## src/rtl/axi4lite_pkg.sv

```systemverilog
// Shared types and address-range helper for the AXI4-Lite register-file slave.
package axi4lite_pkg;

  typedef enum logic [1:0] {
    RESP_OKAY   = 2'b00,
    RESP_SLVERR = 2'b10
  } resp_t;

  typedef enum logic [1:0] {
    WR_ACCEPT,
    WR_COMMIT,
    WR_RESP
  } wr_state_t;

  typedef enum logic {
    RD_IDLE,
    RD_DATA
  } rd_state_t;

  // Address is legal when it lies inside the register window and, if alignment
  // checking is on, has no sub-word offset.
  function automatic logic addr_in_range(input logic [63:0] addr,
                                         input logic [63:0] limit,
                                         input logic [63:0] align_mask,
                                         input logic        check_align);
    return (addr < limit) && (!check_align || ((addr & align_mask) == 64'd0));
  endfunction

endpackage

```

## src/rtl/axi4lite_regfile_slave_if.sv

```systemverilog
// AXI4-Lite bus bundle between an interconnect master and the register-file slave.
interface axi4lite_regfile_slave_if #(
  parameter int AXI_ADDR_WIDTH = 32,
  parameter int AXI_DATA_WIDTH = 32
);
  logic                          AW_VALID;
  logic                          AW_READY;
  logic [AXI_ADDR_WIDTH-1:0]     AW_ADDR;
  logic                          W_VALID;
  logic                          W_READY;
  logic [AXI_DATA_WIDTH-1:0]     W_DATA;
  logic [AXI_DATA_WIDTH/8-1:0]   W_STRB;
  logic                          B_VALID;
  logic                          B_READY;
  logic [1:0]                    B_RESP;
  logic                          AR_VALID;
  logic                          AR_READY;
  logic [AXI_ADDR_WIDTH-1:0]     AR_ADDR;
  logic                          R_VALID;
  logic                          R_READY;
  logic [AXI_DATA_WIDTH-1:0]     R_DATA;
  logic [1:0]                    R_RESP;

  modport slave (
    input  AW_VALID, AW_ADDR, W_VALID, W_DATA, W_STRB, B_READY,
           AR_VALID, AR_ADDR, R_READY,
    output AW_READY, W_READY, B_VALID, B_RESP, AR_READY, R_VALID, R_DATA, R_RESP
  );

  modport master (
    output AW_VALID, AW_ADDR, W_VALID, W_DATA, W_STRB, B_READY,
           AR_VALID, AR_ADDR, R_READY,
    input  AW_READY, W_READY, B_VALID, B_RESP, AR_READY, R_VALID, R_DATA, R_RESP
  );
endinterface

```

## src/rtl/axi4lite_regfile_core.sv

```systemverilog
// Register array with a byte-strobed write port and a registered read port.
module axi4lite_regfile_core #(
  parameter int                  DW          = 32,
  parameter int                  NUM_REGS    = 16,
  parameter logic [DW-1:0]       RESET_VALUE = '0,
  localparam int                 STRB_W      = DW / 8,
  localparam int                 IDX_W       = $clog2(NUM_REGS)
) (
  input  logic              clk_i,
  input  logic              rst_i,
  input  logic              wr_en_i,
  input  logic [IDX_W-1:0]  wr_idx_i,
  input  logic [DW-1:0]     wr_data_i,
  input  logic [STRB_W-1:0] wr_strb_i,
  input  logic              rd_en_i,
  input  logic              rd_ok_i,
  input  logic [IDX_W-1:0]  rd_idx_i,
  output logic [DW-1:0]     rd_data_o
);

  logic [DW-1:0] regs_q [NUM_REGS];
  logic [DW-1:0] rd_data_q;

  // Read capture samples the pre-edge contents, so a same-edge write is not seen.
  always_ff @(posedge clk_i) begin
    if (rst_i) begin
      for (int i = 0; i < NUM_REGS; i++) begin
        regs_q[i] <= RESET_VALUE;
      end
      rd_data_q <= '0;
    end else begin
      if (wr_en_i) begin
        for (int b = 0; b < STRB_W; b++) begin
          if (wr_strb_i[b]) begin
            regs_q[wr_idx_i][b*8 +: 8] <= wr_data_i[b*8 +: 8];
          end
        end
      end
      if (rd_en_i) begin
        rd_data_q <= rd_ok_i ? regs_q[rd_idx_i] : '0;
      end
    end
  end

  assign rd_data_o = rd_data_q;

endmodule

```

## src/rtl/axi4lite_regfile_slave.sv

```systemverilog
// AXI4-Lite slave over a register file; independent read and write FSMs.
// Build option AXI4LITE_ALIGN_CHECK_EN: treat sub-word-unaligned addresses as out of range.
//
// state     | meaning
// WR_ACCEPT | collecting AW and W in any order
// WR_COMMIT | one cycle: strobed write (or SLVERR), clear held flags
// WR_RESP   | B_VALID high until B_READY
// RD_IDLE   | AR_READY high, read data captured on handshake
// RD_DATA   | R_VALID high until R_READY
module axi4lite_regfile_slave
  import axi4lite_pkg::*;
#(
  parameter int                          AXI_ADDR_WIDTH = 32,
  parameter int                          AXI_DATA_WIDTH = 32,
  parameter int                          NUM_REGS       = 16,
  parameter logic [AXI_DATA_WIDTH-1:0]   RESET_VALUE    = '0
) (
  input  logic                     A_CLK,
  input  logic                     A_RST,
  axi4lite_regfile_slave_if.slave  s_axi
);

  localparam int          STRB_W     = AXI_DATA_WIDTH / 8;
  localparam int          ADDR_LSB   = $clog2(STRB_W);
  localparam int          IDX_W      = $clog2(NUM_REGS);
  localparam logic [63:0] REG_LIMIT  = 64'(NUM_REGS) * 64'(STRB_W);
  localparam logic [63:0] ALIGN_MASK = (64'd1 << ADDR_LSB) - 64'd1;
`ifdef AXI4LITE_ALIGN_CHECK_EN
  localparam logic        ALIGN_CHECK = 1'b1;
`else
  localparam logic        ALIGN_CHECK = 1'b0;
`endif

  wr_state_t                  wr_state_q, wr_state_d;
  logic                       aw_held_q, aw_held_d;
  logic                       w_held_q, w_held_d;
  logic [AXI_ADDR_WIDTH-1:0]  aw_addr_q, aw_addr_d;
  logic [AXI_DATA_WIDTH-1:0]  w_data_q, w_data_d;
  logic [STRB_W-1:0]          w_strb_q, w_strb_d;
  resp_t                      bresp_q, bresp_d;
  logic                       aw_ready, w_ready, aw_hs, w_hs, wr_ok, wr_en;

  rd_state_t                  rd_state_q, rd_state_d;
  resp_t                      rresp_q, rresp_d;
  logic                       ar_ready, ar_hs, rd_ok;
  logic [AXI_DATA_WIDTH-1:0]  rd_data;

  // Every handshake signal is forced low in the reset cycle.
  assign aw_ready = !A_RST && (wr_state_q == WR_ACCEPT) && !aw_held_q;
  assign w_ready  = !A_RST && (wr_state_q == WR_ACCEPT) && !w_held_q;
  assign ar_ready = !A_RST && (rd_state_q == RD_IDLE);
  assign aw_hs    = s_axi.AW_VALID && aw_ready;
  assign w_hs     = s_axi.W_VALID && w_ready;
  assign ar_hs    = s_axi.AR_VALID && ar_ready;

  assign wr_ok = addr_in_range(64'(aw_addr_q), REG_LIMIT, ALIGN_MASK, ALIGN_CHECK);
  assign rd_ok = addr_in_range(64'(s_axi.AR_ADDR), REG_LIMIT, ALIGN_MASK, ALIGN_CHECK);

  always_comb begin
    wr_state_d = wr_state_q;
    aw_held_d  = aw_held_q;
    w_held_d   = w_held_q;
    aw_addr_d  = aw_addr_q;
    w_data_d   = w_data_q;
    w_strb_d   = w_strb_q;
    bresp_d    = bresp_q;
    wr_en      = 1'b0;
    unique case (wr_state_q)
      WR_ACCEPT: begin
        if (aw_hs) begin
          aw_held_d = 1'b1;
          aw_addr_d = s_axi.AW_ADDR;
        end
        if (w_hs) begin
          w_held_d = 1'b1;
          w_data_d = s_axi.W_DATA;
          w_strb_d = s_axi.W_STRB;
        end
        if (aw_held_d && w_held_d) begin
          wr_state_d = WR_COMMIT;
        end
      end
      WR_COMMIT: begin
        wr_en      = wr_ok;
        bresp_d    = wr_ok ? RESP_OKAY : RESP_SLVERR;
        aw_held_d  = 1'b0;
        w_held_d   = 1'b0;
        wr_state_d = WR_RESP;
      end
      WR_RESP: begin
        if (s_axi.B_READY) begin
          wr_state_d = WR_ACCEPT;
        end
      end
      default: wr_state_d = WR_ACCEPT;
    endcase
  end

  always_ff @(posedge A_CLK) begin
    if (A_RST) begin
      wr_state_q <= WR_ACCEPT;
      aw_held_q  <= 1'b0;
      w_held_q   <= 1'b0;
      aw_addr_q  <= '0;
      w_data_q   <= '0;
      w_strb_q   <= '0;
      bresp_q    <= RESP_OKAY;
    end else begin
      wr_state_q <= wr_state_d;
      aw_held_q  <= aw_held_d;
      w_held_q   <= w_held_d;
      aw_addr_q  <= aw_addr_d;
      w_data_q   <= w_data_d;
      w_strb_q   <= w_strb_d;
      bresp_q    <= bresp_d;
    end
  end

  always_comb begin
    rd_state_d = rd_state_q;
    rresp_d    = rresp_q;
    unique case (rd_state_q)
      RD_IDLE: begin
        if (ar_hs) begin
          rd_state_d = RD_DATA;
          rresp_d    = rd_ok ? RESP_OKAY : RESP_SLVERR;
        end
      end
      RD_DATA: begin
        if (s_axi.R_READY) begin
          rd_state_d = RD_IDLE;
        end
      end
      default: rd_state_d = RD_IDLE;
    endcase
  end

  always_ff @(posedge A_CLK) begin
    if (A_RST) begin
      rd_state_q <= RD_IDLE;
      rresp_q    <= RESP_OKAY;
    end else begin
      rd_state_q <= rd_state_d;
      rresp_q    <= rresp_d;
    end
  end

  axi4lite_regfile_core #(
    .DW          (AXI_DATA_WIDTH),
    .NUM_REGS    (NUM_REGS),
    .RESET_VALUE (RESET_VALUE)
  ) u_core (
    .clk_i     (A_CLK),
    .rst_i     (A_RST),
    .wr_en_i   (wr_en),
    .wr_idx_i  (aw_addr_q[ADDR_LSB +: IDX_W]),
    .wr_data_i (w_data_q),
    .wr_strb_i (w_strb_q),
    .rd_en_i   (ar_hs),
    .rd_ok_i   (rd_ok),
    .rd_idx_i  (s_axi.AR_ADDR[ADDR_LSB +: IDX_W]),
    .rd_data_o (rd_data)
  );

  assign s_axi.AW_READY = aw_ready;
  assign s_axi.W_READY  = w_ready;
  assign s_axi.AR_READY = ar_ready;
  assign s_axi.B_VALID  = !A_RST && (wr_state_q == WR_RESP);
  assign s_axi.B_RESP   = A_RST ? 2'b00 : bresp_q;
  assign s_axi.R_VALID  = !A_RST && (rd_state_q == RD_DATA);
  assign s_axi.R_RESP   = A_RST ? 2'b00 : rresp_q;
  assign s_axi.R_DATA   = A_RST ? '0 : rd_data;

endmodule

```

## src/flat_wrapper.sv

```systemverilog
// flat-port wrapper written by rule: the top's interface ports become plain ports
module axi4lite_regfile_slave_flat import axi4lite_pkg::*;
#(
  parameter int                          AXI_ADDR_WIDTH = 32,
  parameter int                          AXI_DATA_WIDTH = 32,
  parameter int                          NUM_REGS       = 16,
  parameter logic [AXI_DATA_WIDTH-1:0]   RESET_VALUE    = '0
)
  (A_CLK, A_RST, s_axi_AW_VALID, s_axi_AW_ADDR, s_axi_W_VALID, s_axi_W_DATA, s_axi_W_STRB, s_axi_B_READY, s_axi_AR_VALID, s_axi_AR_ADDR, s_axi_R_READY, s_axi_AW_READY, s_axi_W_READY, s_axi_B_VALID, s_axi_B_RESP, s_axi_AR_READY, s_axi_R_VALID, s_axi_R_DATA, s_axi_R_RESP);
  axi4lite_regfile_slave_if #(.AXI_ADDR_WIDTH(AXI_ADDR_WIDTH), .AXI_DATA_WIDTH(AXI_DATA_WIDTH)) s_axi_i ();
  input  logic A_CLK;
  input  logic A_RST;
  input wire logic [$bits(s_axi_i.AW_VALID)-1:0] s_axi_AW_VALID;
  input wire logic [$bits(s_axi_i.AW_ADDR)-1:0] s_axi_AW_ADDR;
  input wire logic [$bits(s_axi_i.W_VALID)-1:0] s_axi_W_VALID;
  input wire logic [$bits(s_axi_i.W_DATA)-1:0] s_axi_W_DATA;
  input wire logic [$bits(s_axi_i.W_STRB)-1:0] s_axi_W_STRB;
  input wire logic [$bits(s_axi_i.B_READY)-1:0] s_axi_B_READY;
  input wire logic [$bits(s_axi_i.AR_VALID)-1:0] s_axi_AR_VALID;
  input wire logic [$bits(s_axi_i.AR_ADDR)-1:0] s_axi_AR_ADDR;
  input wire logic [$bits(s_axi_i.R_READY)-1:0] s_axi_R_READY;
  output wire logic [$bits(s_axi_i.AW_READY)-1:0] s_axi_AW_READY;
  output wire logic [$bits(s_axi_i.W_READY)-1:0] s_axi_W_READY;
  output wire logic [$bits(s_axi_i.B_VALID)-1:0] s_axi_B_VALID;
  output wire logic [$bits(s_axi_i.B_RESP)-1:0] s_axi_B_RESP;
  output wire logic [$bits(s_axi_i.AR_READY)-1:0] s_axi_AR_READY;
  output wire logic [$bits(s_axi_i.R_VALID)-1:0] s_axi_R_VALID;
  output wire logic [$bits(s_axi_i.R_DATA)-1:0] s_axi_R_DATA;
  output wire logic [$bits(s_axi_i.R_RESP)-1:0] s_axi_R_RESP;
  assign s_axi_i.AW_VALID = s_axi_AW_VALID;
  assign s_axi_i.AW_ADDR = s_axi_AW_ADDR;
  assign s_axi_i.W_VALID = s_axi_W_VALID;
  assign s_axi_i.W_DATA = s_axi_W_DATA;
  assign s_axi_i.W_STRB = s_axi_W_STRB;
  assign s_axi_i.B_READY = s_axi_B_READY;
  assign s_axi_i.AR_VALID = s_axi_AR_VALID;
  assign s_axi_i.AR_ADDR = s_axi_AR_ADDR;
  assign s_axi_i.R_READY = s_axi_R_READY;
  assign s_axi_AW_READY = s_axi_i.AW_READY;
  assign s_axi_W_READY = s_axi_i.W_READY;
  assign s_axi_B_VALID = s_axi_i.B_VALID;
  assign s_axi_B_RESP = s_axi_i.B_RESP;
  assign s_axi_AR_READY = s_axi_i.AR_READY;
  assign s_axi_R_VALID = s_axi_i.R_VALID;
  assign s_axi_R_DATA = s_axi_i.R_DATA;
  assign s_axi_R_RESP = s_axi_i.R_RESP;
  axi4lite_regfile_slave #(.AXI_ADDR_WIDTH(AXI_ADDR_WIDTH), .AXI_DATA_WIDTH(AXI_DATA_WIDTH), .NUM_REGS(NUM_REGS), .RESET_VALUE(RESET_VALUE)) u_core (.A_CLK(A_CLK), .A_RST(A_RST), .s_axi(s_axi_i));
endmodule
```

## config.mk

```make
export PLATFORM = sky130hd
export DESIGN_NAME = axi4lite_regfile_slave_flat
export DESIGN_NICKNAME = d
export VERILOG_FILES = /design/src/rtl/axi4lite_pkg.sv /design/src/rtl/axi4lite_regfile_slave_if.sv /design/src/rtl/axi4lite_regfile_core.sv /design/src/rtl/axi4lite_regfile_slave.sv /design/src/flat_wrapper.sv
export SDC_FILE = /design/constraint.sdc
export NUM_CORES = 1
export LEC_CHECK = 0
export ABC_AREA = 1
export CORE_AREA = 2 2 327 329
export DETAILED_ROUTE_END_ITERATION = 8
export DIE_AREA = 0 0 329 331
export SLEW_MARGIN = 20
export SYNTH_ARGS = -nofsm -noshare
export SYNTH_HDL_FRONTEND = slang
export SYNTH_SLANG_ARGS = --single-unit
export TNS_END_PERCENT = 50
```

## constraint.sdc

```tcl
create_clock -name A_CLK -period 5.6 [get_ports A_CLK]
set_input_delay 0.84 -clock A_CLK [delete_from_list [all_inputs] [get_ports A_CLK]]
set_output_delay 0.84 -clock A_CLK [all_outputs]
set_load 0.01 [all_outputs]
```

==> impl_metrics.json <==
{
  "via_per_inst": 4.590,
  "r2r-start": "u_core.aw_addr_q[16]",
  "grtUsageMet3_pct": 2.090,
  "cts_hold_buf": 0,
  "critPathLaunchType": "input pin",
  "hold_path_class": "flop to flop",
  "startpoint": "A_RST",
  "io_pins": 148,
  "cts_tree": "built",
  "synth_edf_count": 512,
  "drt_wl_total_um": 76700,
  "period_minus_slack_ns": 3.523,
  "nets": 3042,
  "r2r-end": "u_core.u_core.regs_q[5][4]",
  "rsz0062_at_grt": "false",
  "worst-setup-path-type": "input pin to output port",
  "synth_top_area_share_pct": 54.49,
  "grt_max_degree": 128,
  "htree_num_levels": 3,
  "cts_root_buffer": "clkbuf_16",
  "crit_path_max_fanout": 37,
  "clk_path_buf_depth": 3,
  "cellLeakagePower_uw": 0.01122,
  "peakVddDrop_v": 0.0001726,
  "drtIter0Drc": 1369,
  "fmax_mhz": 283.8,
  "core-area_sq_um": 105000,
  "cts_sinks": 617,
  "route.detailed.drc": 0,
  "nFillCells": 10730,
  "layout_common_cells": "nand2_1, edfxtp_1, nand3_1",
  "yosysTopAreaCell": "edfxtp_1",
  "outcome": "complete, no violations",
  "synth-seq-cells": 617,
  "ys.flop_type": "edfxtp_1",
  "routedWlPerCell_um": 17.51,
  "drive_above_1_share_pct": 14.38,
  "rows": 119,
  "synth_area_sq_um": 28220,
  "antenna_found_initial": 3,
  "r2r_slack_ns": 2.37,
  "die_area_sq_um": 108900,
  "yosysSeqAreaShare_pct": 61.94,
  "finalSetupTns_ns": 0,
  "power_density_nw_per_um2": 314.0,
  "grtUsageMet1_pct": 18.01,
  "slew-limit-headroom_pct": 23.04,
  "place_inst": 4256,
  "yosysWarningCount": 0,
  "async_flop_share_pct": 0,
  "place_area_sq_um": 30830,
  "area_growth_pct": 16.85,
  "die_h_um": 331,
  "via_count": 20110,
  "start_util_pct": 26.88,
  "grt_pass1_vias": 19270,
  "required_ns": 4.76,
  "synth.avg_cell_area_sq_um": 9.801,
  "hold_start": "u_core.aw_addr_q[26]",
  "setup_viol": 0,
  "report.power.total_uw": 10350,
  "antenna_left": 0,
  "grt_busiest_layer": "met2",
  "final_cell_area_sq_um": 32970,
  "maxSlewViolCount": 0,
  "grt_usage_pct": 13.89,
  "layout_worst_path_cycle_share_pct": 62.92,
  "end_kind": "output port",
  "synth_cell_types": 26,
  "postCtsSetupBuffers": 0,
  "worstSkewPairLatency_ns": 0.61,
  "hpwlAfterDp_um": 47930,
  "fin_skew_ns": 0.02844,
  "gp_congestion": 0.7776,
  "arrival_ns": 2.68,
  "io_buffers": 141,
  "clkTransAtPathRegs_ns": 0.06,
  "grt_pass1_wl_um": 115700,
  "final_cell_count_no_fill": 4381,
  "netlist_instances": 2879,
  "max-cap-violations": 0,
  "crit_end": "s_axi_R_DATA[0]",
  "synth_area_leaders": "edfxtp_1, nand2_1, nand3_1",
  "mostFrequentLayoutCell": "nand2_1",
  "cts_buffers": 68,
  "worst_slew_pin_slew_ns": 1.150,
  "ctsResizeCount": 0,
  "grt_overflow": 0,
  "dr.pass1.iters": 5,
  "num_antenna_cells": 0,
  "r2r_cells": 8,
  "die_x_um": 329,
  "use_met2_pct": 23.83,
  "hold_viol": 0
}
[per-stage QoR]
stage                     util [%]  hold slack, ns  setup slack, ns
after floorplan                  -          0.4290            3.182
after global placement       29.34          0.4405            2.021
after detailed placement     29.37          0.4447            1.985
after CTS                    31.41          0.4540            2.129
after global routing         31.41          0.4811            2.053
final                        31.41          0.4552            2.077
[synth_stat cells (2+ instances only)]
| master | instances |
|---|---|
| inv_1 | 62 |
| nor2_2 | 221 |
| buf_2 | 21 |
| nor2_1 | 383 |
| clkbuf_1 | 133 |
| nand3_2 | 6 |
| nand3_4 | 49 |
| buf_1 | 19 |
| o21ai_0 | 57 |
| nand2_1 | 687 |
| buf_6 | 4 |
| edfxtp_1 | 512 |
| dfxtp_1 | 105 |
| nor2_4 | 2 |
| inv_2 | 4 |
| buf_4 | 7 |
| buf_12 | 5 |
| nand3_1 | 496 |
| a21oi_1 | 68 |
| clkinv_1 | 32 |
[registers in the layout (all words and copies together) (netlist names)]
name and count:
u_core.w_strb_q 4, u_core.u_core.regs_q 512, u_core.rresp_q 1, u_core.rd_state_q 1
u_core.u_core.rd_data_o 32, u_core.aw_addr_q 30, u_core.w_data_q 32, u_core.bresp_q 1
u_core.w_held_q 1, u_core.wr_state_q 2, u_core.aw_held_q 1
[power breakdown]
part / leakage [uW] / switching [uW] / total [uW] / internal [uW]
sequential: 0.00614 / 46.5 / 5160 / 5120
clock: 0.00106 / 1840 / 4330 / 2490
combinational: 0.00401 / 637 / 859 / 222
[kinds of logic after synthesis]
family | share of synthesized area (%)
simple gates | 31.38
flops | 61.94
buf+inv | 4.399
compound gates | 2.270
other cells | 0.01329
[final cells by class]
cell class              count  area (sq um)  area share [%]
repair buffers            174          1705           5.172
flip-flops and latches    617         17480           53.01
clock buffers              94          1944           5.897
multi-input cells        1976          9525           28.89
clock inverters            31         200.2          0.6072
inverters                  98         377.9           1.146
well taps                1391          1740           5.279
[metal layers]
metal	share of wire [%]	vias to the layer above
met5	0.035	-
met4	2.3	4
met3	5.8	121
met2	49	581
met1	43	9612
li1	-	9792
[worst max-delay path, cell delays in order]
cell             delay (ns)
buf_4                  0.27
buf_4                  0.35
nor2_1                 0.52
clkdlybuf4s50_1        0.66
[worst min path at each step]
stage / end / slack (ns) / cells after the start
final: u_core.aw_addr_q[26] / 0.46 / 2
after global placement: u_core.aw_addr_q[14] / 0.44 / 2
after CTS: u_core.aw_addr_q[20] / 0.45 / 2
after detailed placement: u_core.aw_addr_q[20] / 0.44 / 2
after global routing: u_core.aw_addr_q[6] / 0.48 / 2
after floorplan: u_core.aw_addr_q[19] / 0.43 / 2
Note: power is estimated with default switching activity, not from simulation.
